===== src/rtl/write_back_pipe.sv =====
// -----------------------------------------------------------------------------
// write_back_pipe
//   Registered, handshaked write-back stage between MEM and the register file.
//   It selects the write-back source (ALU / immediate / load data / PC+4). For
//   loads it can wait a variable number of cycles for the memory response. It
//   then extracts and extends the addressed byte, half, word or dword, and
//   issues a one-cycle register-file write qualified by wb_valid.
//
//   Optional feature macro: WB_RETIRE_CNT_EN
//     When defined, retire_count is a 64-bit counter of wb_valid pulses.
//     When undefined, retire_count is tied to 0 and no counter flops exist.
//
// Ports
//   clk, rst_n       clock (rising edge), asynchronous active-low reset
//   flush            kills the instruction being accepted or the pending load
//   in_valid/ready   MEM-stage handshake; ready only while IDLE
//   wb_sel           0 ALU_OUT, 1 IMM_DAT, 2 MEM_DAT, 3 PC_NEXT
//   alu_result, immediate, pc_next   candidate write-back sources
//   load_funct3, load_off            load type and byte offset
//   rd_in, reg_we_in                 destination register and write enable
//   mem_rvalid, mem_rdata            load response (raw aligned word)
//   wb_valid         one-cycle pulse qualifying write_data/rd_out/reg_we_out
//   write_data, rd_out               hold their last value between pulses
//   reg_we_out       register-file write enable; never set for x0
//   retire_count     retired-instruction count (feature-dependent)
// -----------------------------------------------------------------------------

// Load data extraction: shift the addressed lane down to bit 0, then extend.
// Low offset bits below the access size are ignored, so half/word/dword
// accesses always read an aligned lane.
module wb_load_extract #(
   parameter int XLEN  = 32,
   parameter int OFF_W = $clog2(XLEN/8)
) (
   input  logic [2:0]       funct3,
   input  logic [OFF_W-1:0] off,
   input  logic [XLEN-1:0]  rdata,
   output logic [XLEN-1:0]  data
);
   logic [OFF_W-1:0]   aoff;
   logic [XLEN-1:0]    sh;
   logic signed [7:0]  sb;
   logic signed [15:0] shw;
   logic signed [31:0] sw;

   always_comb begin
      case (funct3[1:0])
         2'b00:   aoff = off;
         2'b01:   aoff = off & ~OFF_W'(1);
         2'b10:   aoff = off & ~OFF_W'(3);
         default: aoff = '0;
      endcase
   end

   assign sh  = rdata >> {aoff, 3'b000};
   assign sb  = sh[7:0];
   assign shw = sh[15:0];
   assign sw  = sh[31:0];

   always_comb begin
      data = rdata;
      case (funct3)
         3'b000: data = XLEN'(sb);
         3'b001: data = XLEN'(shw);
         3'b010: data = XLEN'(sw);
         3'b100: data = XLEN'(sh[7:0]);
         3'b101: data = XLEN'(sh[15:0]);
         // LWU/LD only exist on a 64-bit datapath; otherwise the raw word.
         3'b110: data = (XLEN == 64) ? XLEN'(sh[31:0]) : rdata;
         3'b011: data = (XLEN == 64) ? sh : rdata;
         default: data = rdata;
      endcase
   end
endmodule

module write_back_pipe #(
   parameter int XLEN       = 32,
   parameter int REG_ADDR_W = 5,
   parameter int OFF_W      = $clog2(XLEN/8)
) (
   input  logic                  clk,
   input  logic                  rst_n,
   input  logic                  flush,
   input  logic                  in_valid,
   output logic                  in_ready,
   input  logic [1:0]            wb_sel,
   input  logic [XLEN-1:0]       alu_result,
   input  logic [XLEN-1:0]       immediate,
   input  logic [XLEN-1:0]       pc_next,
   input  logic [2:0]            load_funct3,
   input  logic [OFF_W-1:0]      load_off,
   input  logic [REG_ADDR_W-1:0] rd_in,
   input  logic                  reg_we_in,
   input  logic                  mem_rvalid,
   input  logic [XLEN-1:0]       mem_rdata,
   output logic                  wb_valid,
   output logic [XLEN-1:0]       write_data,
   output logic [REG_ADDR_W-1:0] rd_out,
   output logic                  reg_we_out,
   output logic [63:0]           retire_count
);
   localparam logic [1:0] SEL_ALU = 2'd0;
   localparam logic [1:0] SEL_IMM = 2'd1;
   localparam logic [1:0] SEL_MEM = 2'd2;

   typedef enum logic {IDLE, WAIT_MEM} state_t;

   // Context of a load parked while waiting for its memory response.
   typedef struct packed {
      logic [REG_ADDR_W-1:0] rd;
      logic                  we;
      logic [2:0]            f3;
      logic [OFF_W-1:0]      off;
   } pend_t;

   state_t state, state_nxt;
   pend_t  pend;

   logic                  accept;
   logic                  park;
   logic                  fire;
   logic [2:0]            ext_f3;
   logic [OFF_W-1:0]      ext_off;
   logic [XLEN-1:0]       ext_data;
   logic [XLEN-1:0]       fire_data;
   logic [REG_ADDR_W-1:0] fire_rd;
   logic                  fire_we;

   assign in_ready = (state == IDLE);
   assign accept   = in_valid & in_ready & ~flush;

   // Extraction controls come from the live inputs on a same-cycle hit and
   // from the parked context once waiting.
   assign ext_f3  = (state == WAIT_MEM) ? pend.f3  : load_funct3;
   assign ext_off = (state == WAIT_MEM) ? pend.off : load_off;

   wb_load_extract #(.XLEN(XLEN), .OFF_W(OFF_W)) u_ext (
      .funct3 (ext_f3),
      .off    (ext_off),
      .rdata  (mem_rdata),
      .data   (ext_data)
   );

   always_comb begin
      state_nxt = state;
      park      = 1'b0;
      fire      = 1'b0;
      fire_data = ext_data;
      fire_rd   = rd_in;
      fire_we   = reg_we_in;
      case (state)
         IDLE: begin
            case (wb_sel)
               SEL_ALU: fire_data = alu_result;
               SEL_IMM: fire_data = immediate;
               SEL_MEM: fire_data = ext_data;
               default: fire_data = pc_next;
            endcase
            if (accept) begin
               if (wb_sel == SEL_MEM && !mem_rvalid) begin
                  park      = 1'b1;
                  state_nxt = WAIT_MEM;
               end else begin
                  fire = 1'b1;
               end
            end
         end
         WAIT_MEM: begin
            fire_rd = pend.rd;
            fire_we = pend.we;
            // flush beats a coincident response: drop it without a write.
            if (flush) begin
               state_nxt = IDLE;
            end else if (mem_rvalid) begin
               fire      = 1'b1;
               state_nxt = IDLE;
            end
         end
         default: state_nxt = IDLE;
      endcase
   end

   always_ff @(posedge clk or negedge rst_n) begin
      if (!rst_n) begin
         state <= IDLE;
         pend  <= '0;
      end else begin
         state <= state_nxt;
         if (park) begin
            pend.rd  <= rd_in;
            pend.we  <= reg_we_in;
            pend.f3  <= load_funct3;
            pend.off <= load_off;
         end
      end
   end

   always_ff @(posedge clk or negedge rst_n) begin
      if (!rst_n) begin
         wb_valid   <= 1'b0;
         write_data <= '0;
         rd_out     <= '0;
         reg_we_out <= 1'b0;
      end else begin
         wb_valid   <= fire;
         // x0 is architecturally zero: pulse wb_valid but never write it.
         reg_we_out <= fire & fire_we & (fire_rd != '0);
         if (fire) begin
            write_data <= fire_data;
            rd_out     <= fire_rd;
         end
      end
   end

`ifdef WB_RETIRE_CNT_EN
   always_ff @(posedge clk or negedge rst_n) begin
      if (!rst_n) retire_count <= '0;
      else if (wb_valid) retire_count <= retire_count + 64'd1;
   end
`else
   assign retire_count = '0;
`endif

endmodule


===== config.mk =====
export PLATFORM = sky130hd
export DESIGN_NAME = write_back_pipe
export DESIGN_NICKNAME = d
export VERILOG_FILES = /design/src/rtl/write_back_pipe.sv
export SDC_FILE = /design/constraint.sdc
export NUM_CORES = 1
export LEC_CHECK = 0
export BUFFER_PORTS_ARGS = -buffer_cell sky130_fd_sc_hd__buf_2
export CAP_MARGIN = 20
export CELL_PAD_IN_SITES_DETAIL_PLACEMENT = 0
export CELL_PAD_IN_SITES_GLOBAL_PLACEMENT = 1
export CORE_MARGIN = 3
export CORE_UTILIZATION = 34
export DETAILED_ROUTE_END_ITERATION = 10
export GPL_TIMING_DRIVEN = 0
export PLACE_DENSITY = 0.9
export SLEW_MARGIN = 20
export SYNTH_ARGS = -nofsm -noshare
export SYNTH_HDL_FRONTEND = slang
export SYNTH_SLANG_ARGS = --single-unit
export TNS_END_PERCENT = 50

===== constraint.sdc =====
create_clock -name clk -period 4.6 [get_ports clk]
set_clock_uncertainty 0.15 [all_clocks]
set_input_delay 0.92 -clock clk [delete_from_list [all_inputs] [get_ports clk]]
set_output_delay 0.92 -clock clk [all_outputs]
set_load 0.03 [all_outputs]

==> summary.md, run 1 <==
| Metric | Value |
|---|---|
| VDD IR max | 140 uV |
| Remaining DRCs | 0 |
| DR vias/cell | 5.00 |
| EDFF count, synth | 0 |
| Met3 wire len | 1240 um |
| Hold WC Path Type | register to register |
| Worst-path clk slew | 60 ps |
| Port Buffer Count | 183 |
| Seq/Total Area, Yosys | 0.289 |
| Type of origin of the critical path | register |
| Hold Vio Cnt, Final | 0 |
| Die W | 120 um |
| Post-CTS Setup Inserts | 0 |
| Most common cell on crit path | buf_2 |
| Root Buffer | clkbuf_16 |
| Cells after Synth | 515 |
| First-pass GRT wire length | 23900 um |
| Syn avg cell area | 8.58 um^2 |
| Std cell rows | 41 |
| HP Start | rd_out[0] |
| Critical Path Sink Type | output pin |
| Starting density of the core | 0.349 |
| Core Area | 12700 um^2 |
| Layout cell share with drive strength beyond 1 | 0.426 |
| # IOs | 250 |
| Cell Area, Synth | 4420 um^2 |
| Power Density | 292 nW/um^2 |
| Async set or reset register ratio after synthesis | 1.00 |
| First DRT Iteration DRCs | 416 |
| Top cells by area, synth | dfrtp_1 29%, buf_4 11%, mux2_2 11% |
| CP Cell Sequence | buf_6 > buf_2 > buf_2 > buf_2 > inv_1 > clkbuf_1 > buf_2 |
| Die area | 14400 um^2 |
| Area Growth Syn to Fin | 34.7% |
| Final min period | 3430 ps |
| CTS tree | built |
| Routed len/inst | 17.0 um |
| Final worst path period share | 0.745 |
| DRT met1 WL | 6650 um |
| Final nets | 914 |
| Grt total ovfl | 0 |
| Util after Layout | 0.470 |
| CP peak stage delay | 480 ps |
| Max FO, Critical Path | 10 |
| Dpl hpwl | 13100 um |
| GRT Total Usage | 0.211 |
| Yosys top cell by area | dfrtp_1 |
| Vias in the first global route | 4421 |
| Num CTS Buffers | 5 |
| PostCTS Resize Cnt | 0 |
| Highest-delay cell along the critical path | clkbuf_1 |
| CTS HTree Levels | 2 |
| Antenna Cells | 0 |
| Worst-Margin Slew | 676 ps |
| Highest Clock Rate | 0.292 GHz |
| Die span in y | 120 um |
| FF-to-FF Start | state |
| Synth Register Bits | 51 |
| CP Class | register to output pin |
| Vias | 4696 |
| WL final | 16000 um |
| DR top layer | met5 |
| Max Slew Vio Count | 0 |
| Post-route setup TNS | 0 ps |
| Maxcap violations | 0 |
| P_leak | 0.00298 uW |
| Antenna Nets Post-Route | 0 |
| Share of the synthesized area in the top cell type | 0.289 |
| Max Root-Sink Buffers | 2 |
| First-pass detailed-route iteration total | 5 |
| Worst r2r path cells | 9 |
| Terminus of the critical flop-to-flop path | write_data[12] |
| RSZ-0062 raised after global routing | no |
| Status | finished clean |
| Worst-Skew Late Latency | 290 ps |
| WL met2 | 7710 um |
| Synth unique cells | 51 |
| Antenna violations before repair | 3 |
| Main synth FF type | dfrtp_1 |
| Gpl congestion | 0.883 |
| Yosys warnings | 0 |
| End of the worst hold path | rd_out[0] |
| Worst slew margin | 0.549 |
| Worst hold stages | 2 |
| Cts hold-fix bufs | 0 |
| R2r setup slk | 2060 ps |
| Largest net degree at the start of global routing | 52 |
| Critical Path RT | 3530 ps |
| Sink Count | 51 |
| Final setup violation count | 0 |
| Arrival @ worst endpoint | 2360 ps |
cells by family (layout without fill, tap and decap cells):
logic type | Yosys count | after routing | synth area share
compound gates | 161 | 161 | 0.251
buf+inv | 111 | 301 | 0.157
flops | 51 | 51 | 0.289
mux | 67 | 67 | 0.165
other cells | 1 | 64 | 0.000848
simple gates | 124 | 124 | 0.138
worst max-delay path: cells and delay by family (launching register included):
kind,cells,cell delay [ps]
DFF,1,370
buffers and inverters,7,1690
state kept, by name, indices dropped and copies added, names as in the netlist:
name        flops
state           1
write_data     32
pend           11
wb_valid        1
rd_out          5
reg_we_out      1
cell type report:
class / instances / area (um^2)
clock inverters: 2 / 37.5
clock buffers: 5 / 125
multi-input cells: 416 / 2690
repair buffers: 183 / 918
plain buffers: 108 / 681
flip-flops and latches: 51 / 1280
inverters: 3 / 11.3
well taps: 172 / 215
fillers: 1333 / 6720
through the flow:
step,total power [uW],std cells,setup slack (ps),area (um^2),hold slack (ps)
finish,1740,940,1170,5950,324
global route,1840,940,1060,5950,353
CTS,1750,940,1220,5950,330
detailed placement,1330,933,1300,5790,315
global placement,1320,933,1280,5790,308
floorplan,1090,578,1900,4660,329
power by group:
part | switching, uW | leakage [uW] | total [uW] | internal, uW
Clock | 163 | 0.0000759 | 417 | 254
Combinational | 462 | 0.00228 | 732 | 270
Sequential | 53.8 | 0.000621 | 591 | 537
Total | 679 | 0.00298 | 1740 | 1060
worst max-delay path by stage:
stage,startpoint,end,slack [ps],depth (start not counted)
final,state,in_ready,1170,7
after global routing,state,in_ready,1060,7
after CTS,state,in_ready,1220,7
after detailed placement,wb_sel[1],write_data[0],1300,9
after global placement,wb_sel[1],write_data[0],1280,9
after floorplan,load_funct3[1],write_data[19],1900,9
synthesized netlist by cell type (2+ instances only):
cell type / number
buf_1: 3
o211ai_1: 14
a211oi_1: 2
a221oi_1: 6
nor2_1: 35
a211o_1: 2
o221ai_1: 8
o31ai_2: 2
a22oi_1: 18
mux2_2: 43
a31oi_1: 7
nand2b_1: 8
or4_1: 2
a21oi_1: 36
nor3b_1: 3
nor3_1: 14
a22o_1: 12
a222oi_1: 4
inv_1: 3
buf_2: 19
clkbuf_1: 20
nand2_1: 33
o21ai_0: 32
and2_1: 2
buf_4: 65
mux2i_1: 23
o31ai_1: 9
or3_1: 8
nand3_1: 10
dfrtp_1: 51
routing by layer:
layer  GRT usage  vias up
met5           0        -
li1            -     2286
met1       0.275     2156
met4      0.0501        6
met3      0.0429       35
met2       0.357      213
placed cells by master, fill, tap and decap left out, drive strengths merged, types with 10 or more instances in the layout:
| cell | netlist | final |
|---|---|---|
| nor2 | 35 | 35 |
| o211ai | 14 | 14 |
| conb | 1 | 64 |
| a22oi | 18 | 18 |
| buf | 88 | 271 |
| mux2 | 44 | 44 |
| nor3 | 15 | 15 |
| dfrtp | 51 | 51 |
| nand3 | 10 | 10 |
| mux2i | 23 | 23 |
| clkbuf | 20 | 25 |
| nand2 | 33 | 33 |
| o31ai | 11 | 11 |
| a21oi | 36 | 36 |
| a22o | 12 | 12 |
| o21ai | 33 | 33 |
(Power assumes the default switching activity.)
==> run 2, diff against run 1 <==
CORE_UTILIZATION = 32   (was 34)
PLACE_DENSITY = 0.86   (was 0.9)
clock period = 3.3 ns   (was 4.6 ns; I/O delays follow)
==> run 2 against run 1 <==
  * Worst hold slack worse by 74 ps
  * Sequential share of layout area shrank 0.16 points
  * Worst setup slack got worse by 1100 ps
  * Routed wire length rose by 2.2%
  * Critical path depth stayed put
  * Final cell count increased by 0.96%
  * Sequential power is 39% higher
  * Critical path type unchanged
  * Critical endpoint unchanged
  * Largest cell class unchanged
==> summary.md, run 2 (synthesized netlist as in run 1, its figures left out) <==
| Metric | Value |
|---|---|
| Die area | 15300 um^2 (+5.9%) |
| CP Cell Sequence | buf_6 > buf_2 > buf_2 > buf_2 > inv_1 > clkbuf_1 > buf_2 |
| Largest registers | write_data x32, pend x11, rd_out x5 |
| WL final | 16300 um (+2.2%) |
| Cts hold-fix bufs | 0 (unchanged) |
| Most common cell after layout, fill and taps aside | buf_2 |
| Worst-Margin Slew | 674 ps (-2.39 ps) |
| Commonest cells after routing, fill and taps aside | 201 x buf_2, 66 x buf_4, 64 x conb_1 |
| Routed len/inst | 17.2 um (+1.3%) |
| Dpl hpwl | 13400 um (+2.1%) |
| # IOs | 250 (unchanged) |
| Sequential power share | 0.325 (-0.015) |
| Switch share | 0.383 (-0.00739) |
| Post-CTS Setup Inserts | 0 (unchanged) |
| Port Buffer Count | 183 (unchanged) |
| Sw power | 967 uW (+43%) |
| Highest Clock Rate | 0.315 GHz |
| Largest net degree at the start of global routing | 52 (unchanged) |
| Core Area | 13400 um^2 (+5.8%) |
| Biggest register | write_data |
| Power Density | 421 nW/um^2 (+44%) |
| Die span in y | 124 um (+2.9%) |
| Vias | 4714 (+0.38%) |
| Final min period | 3180 ps |
| Layout cell share with drive strength beyond 1 | 0.427 (+0.000747) |
| Antenna violations before repair | 4 (+1) |
| Root Buffer | clkbuf_16 |
| Critical Path RT | 2490 ps (-1040 ps) |
| Max Slew Vio Count | 0 (unchanged) |
| Grt total ovfl | 0 (unchanged) |
| CTS HTree Levels | 2 (unchanged) |
| Final worst setup slack | 124 ps (-1050 ps) |
| Setup WS pre-CTS | 232 ps (-1070 ps) |
| Hold Vio Cnt, Final | 0 (unchanged) |
| First DRT Iteration DRCs | 347 (-17%) |
| Arrival @ worst endpoint | 2370 ps (about the same) |
| Internal | 1560 uW (+47%) |
| PostCTS Resize Cnt | 0 (unchanged) |
| Type of origin of the critical path | register |
| Pwr Total | 2530 uW (+45%) |
| Sink Count | 51 (unchanged) |
| Part of the power in combinational logic | 0.405 (-0.016) |
| Clock power share | 0.270 (+0.030) |
| Number of flip-flops under the largest register name | 32 (unchanged) |
| First-pass GRT wire length | 24000 um (+0.55%) |
| First-pass detailed-route iteration total | 8 (+3) |
| GRT Total Usage | 0.203 (-0.00801) |
| P_leak | 0.00299 uW (+0.48%) |
| Vias in the first global route | 4394 (-0.61%) |
| Remaining DRCs | 0 (unchanged) |
| Critical Path Sink Type | output pin |
| Worst slew margin | 0.551 (+0.00159) |
| Status | finished clean |
| RSZ-0062 raised after global routing | no |
| Seq. cell area | 1280 um^2 (unchanged) |
| Worst-path clk slew | 70 ps (about the same) |
| DR vias/cell | 4.97 (-0.57%) |
| Highest-delay cell along the critical path | clkbuf_1 |
| Most common cell on crit path | buf_2 |
| Hold WC Path Type | primary input to async pin |
| VDD IR max | 284 uV (+100%) |
| Die W | 124 um (+2.9%) |
| Gpl congestion | 0.870 (-1.5%) |
| Maxcap violations | 0 (unchanged) |
| Area Growth Syn to Fin | 35.7% |
| CP peak stage delay | 470 ps (about the same) |
| Antenna Nets Post-Route | 0 (unchanged) |
| Max Root-Sink Buffers | 2 (unchanged) |
| Multi-input logic area | 2690 um^2 (unchanged) |
| CTS tree | built |
| Fillcell total | 1404 (+5.3%) |
| Std cell rows | 42 (+2.4%) |
| Max FO, Critical Path | 10 (unchanged) |
| Final worst path period share | 0.962 |
| Final nets | 914 (unchanged) |
| CP Class | register to output pin |
| Final setup violation count | 0 (unchanged) |
| Starting density of the core | 0.330 (-0.0190) |
| Worst-Skew Late Latency | 290 ps (about the same) |
| Post-route setup TNS | 0 ps (unchanged) |
| Num CTS Buffers | 5 (unchanged) |
==> run 2: cell type report <==
class	count	area share
tap	176	0.0367
antenna	4	0.00167
sequential	51	0.213
timing repair buffer	183	0.153
clock inverter	3	0.0113
inverter	3	0.00188
clock buffer	5	0.0209
buffer	108	0.113
multi-input combinational	416	0.448
==> run 2: power groups by stage <==
stage                     clock (uW)  sequential, uW  combinational [uW]
final                            682             821                1020
after detailed placement           0             832                1020
after floorplan                    0            1010                 508
after global routing             713             838                1110
after global placement             0             829                1020
after CTS                        690             820                1030
==> run 2: per-layer routing <==
layer / track usage / share of wire / vias to the layer above / wire length (um)
met3: 0.0462 / 0.085 / 17 / 1400
met2: 0.348 / 0.50 / 215 / 8100
met5: 0 / 0.00080 / - / 13
li1: - / - / 2285 / -
met4: 0.0422 / 0.014 / 2 / 225
met1: 0.260 / 0.40 / 2195 / 6610
==> run 2: critical path, delay by kind of cell (launching register included) <==
family | cells | cell delay (ps)
buffers and inverters | 7 | 1700
DFF | 1 | 370
==> run 2: final timing paths <==
check | cells after the start | slack (ps) | startpoint | end
hold reg to reg | 2 | 330 | write_data[7] | write_data[7]
setup / recovery | 7 | 120 | state | in_ready
hold / removal | 1 | 250 | rst_n | rd_out[2]
max in group asynchronous | 1 | 2290 | rst_n | pend[0]
min in group clk | 2 | 330 | write_data[7] | write_data[7]
setup reg to reg | 8 | 780 | state | write_data[12]
==> run 2: stage by stage <==
stage / hold WS (ps) / instance area [um^2] / utilization / instances
after floorplan: 214 / 4660 / - / 578
after CTS: 291 / 5990 / 0.447 / 945
final: 250 / 6000 / 0.448 / 949
after detailed placement: 316 / 5800 / 0.432 / 937
after global placement: 307 / 5790 / 0.432 / 937
after global routing: 315 / 5990 / 0.447 / 947
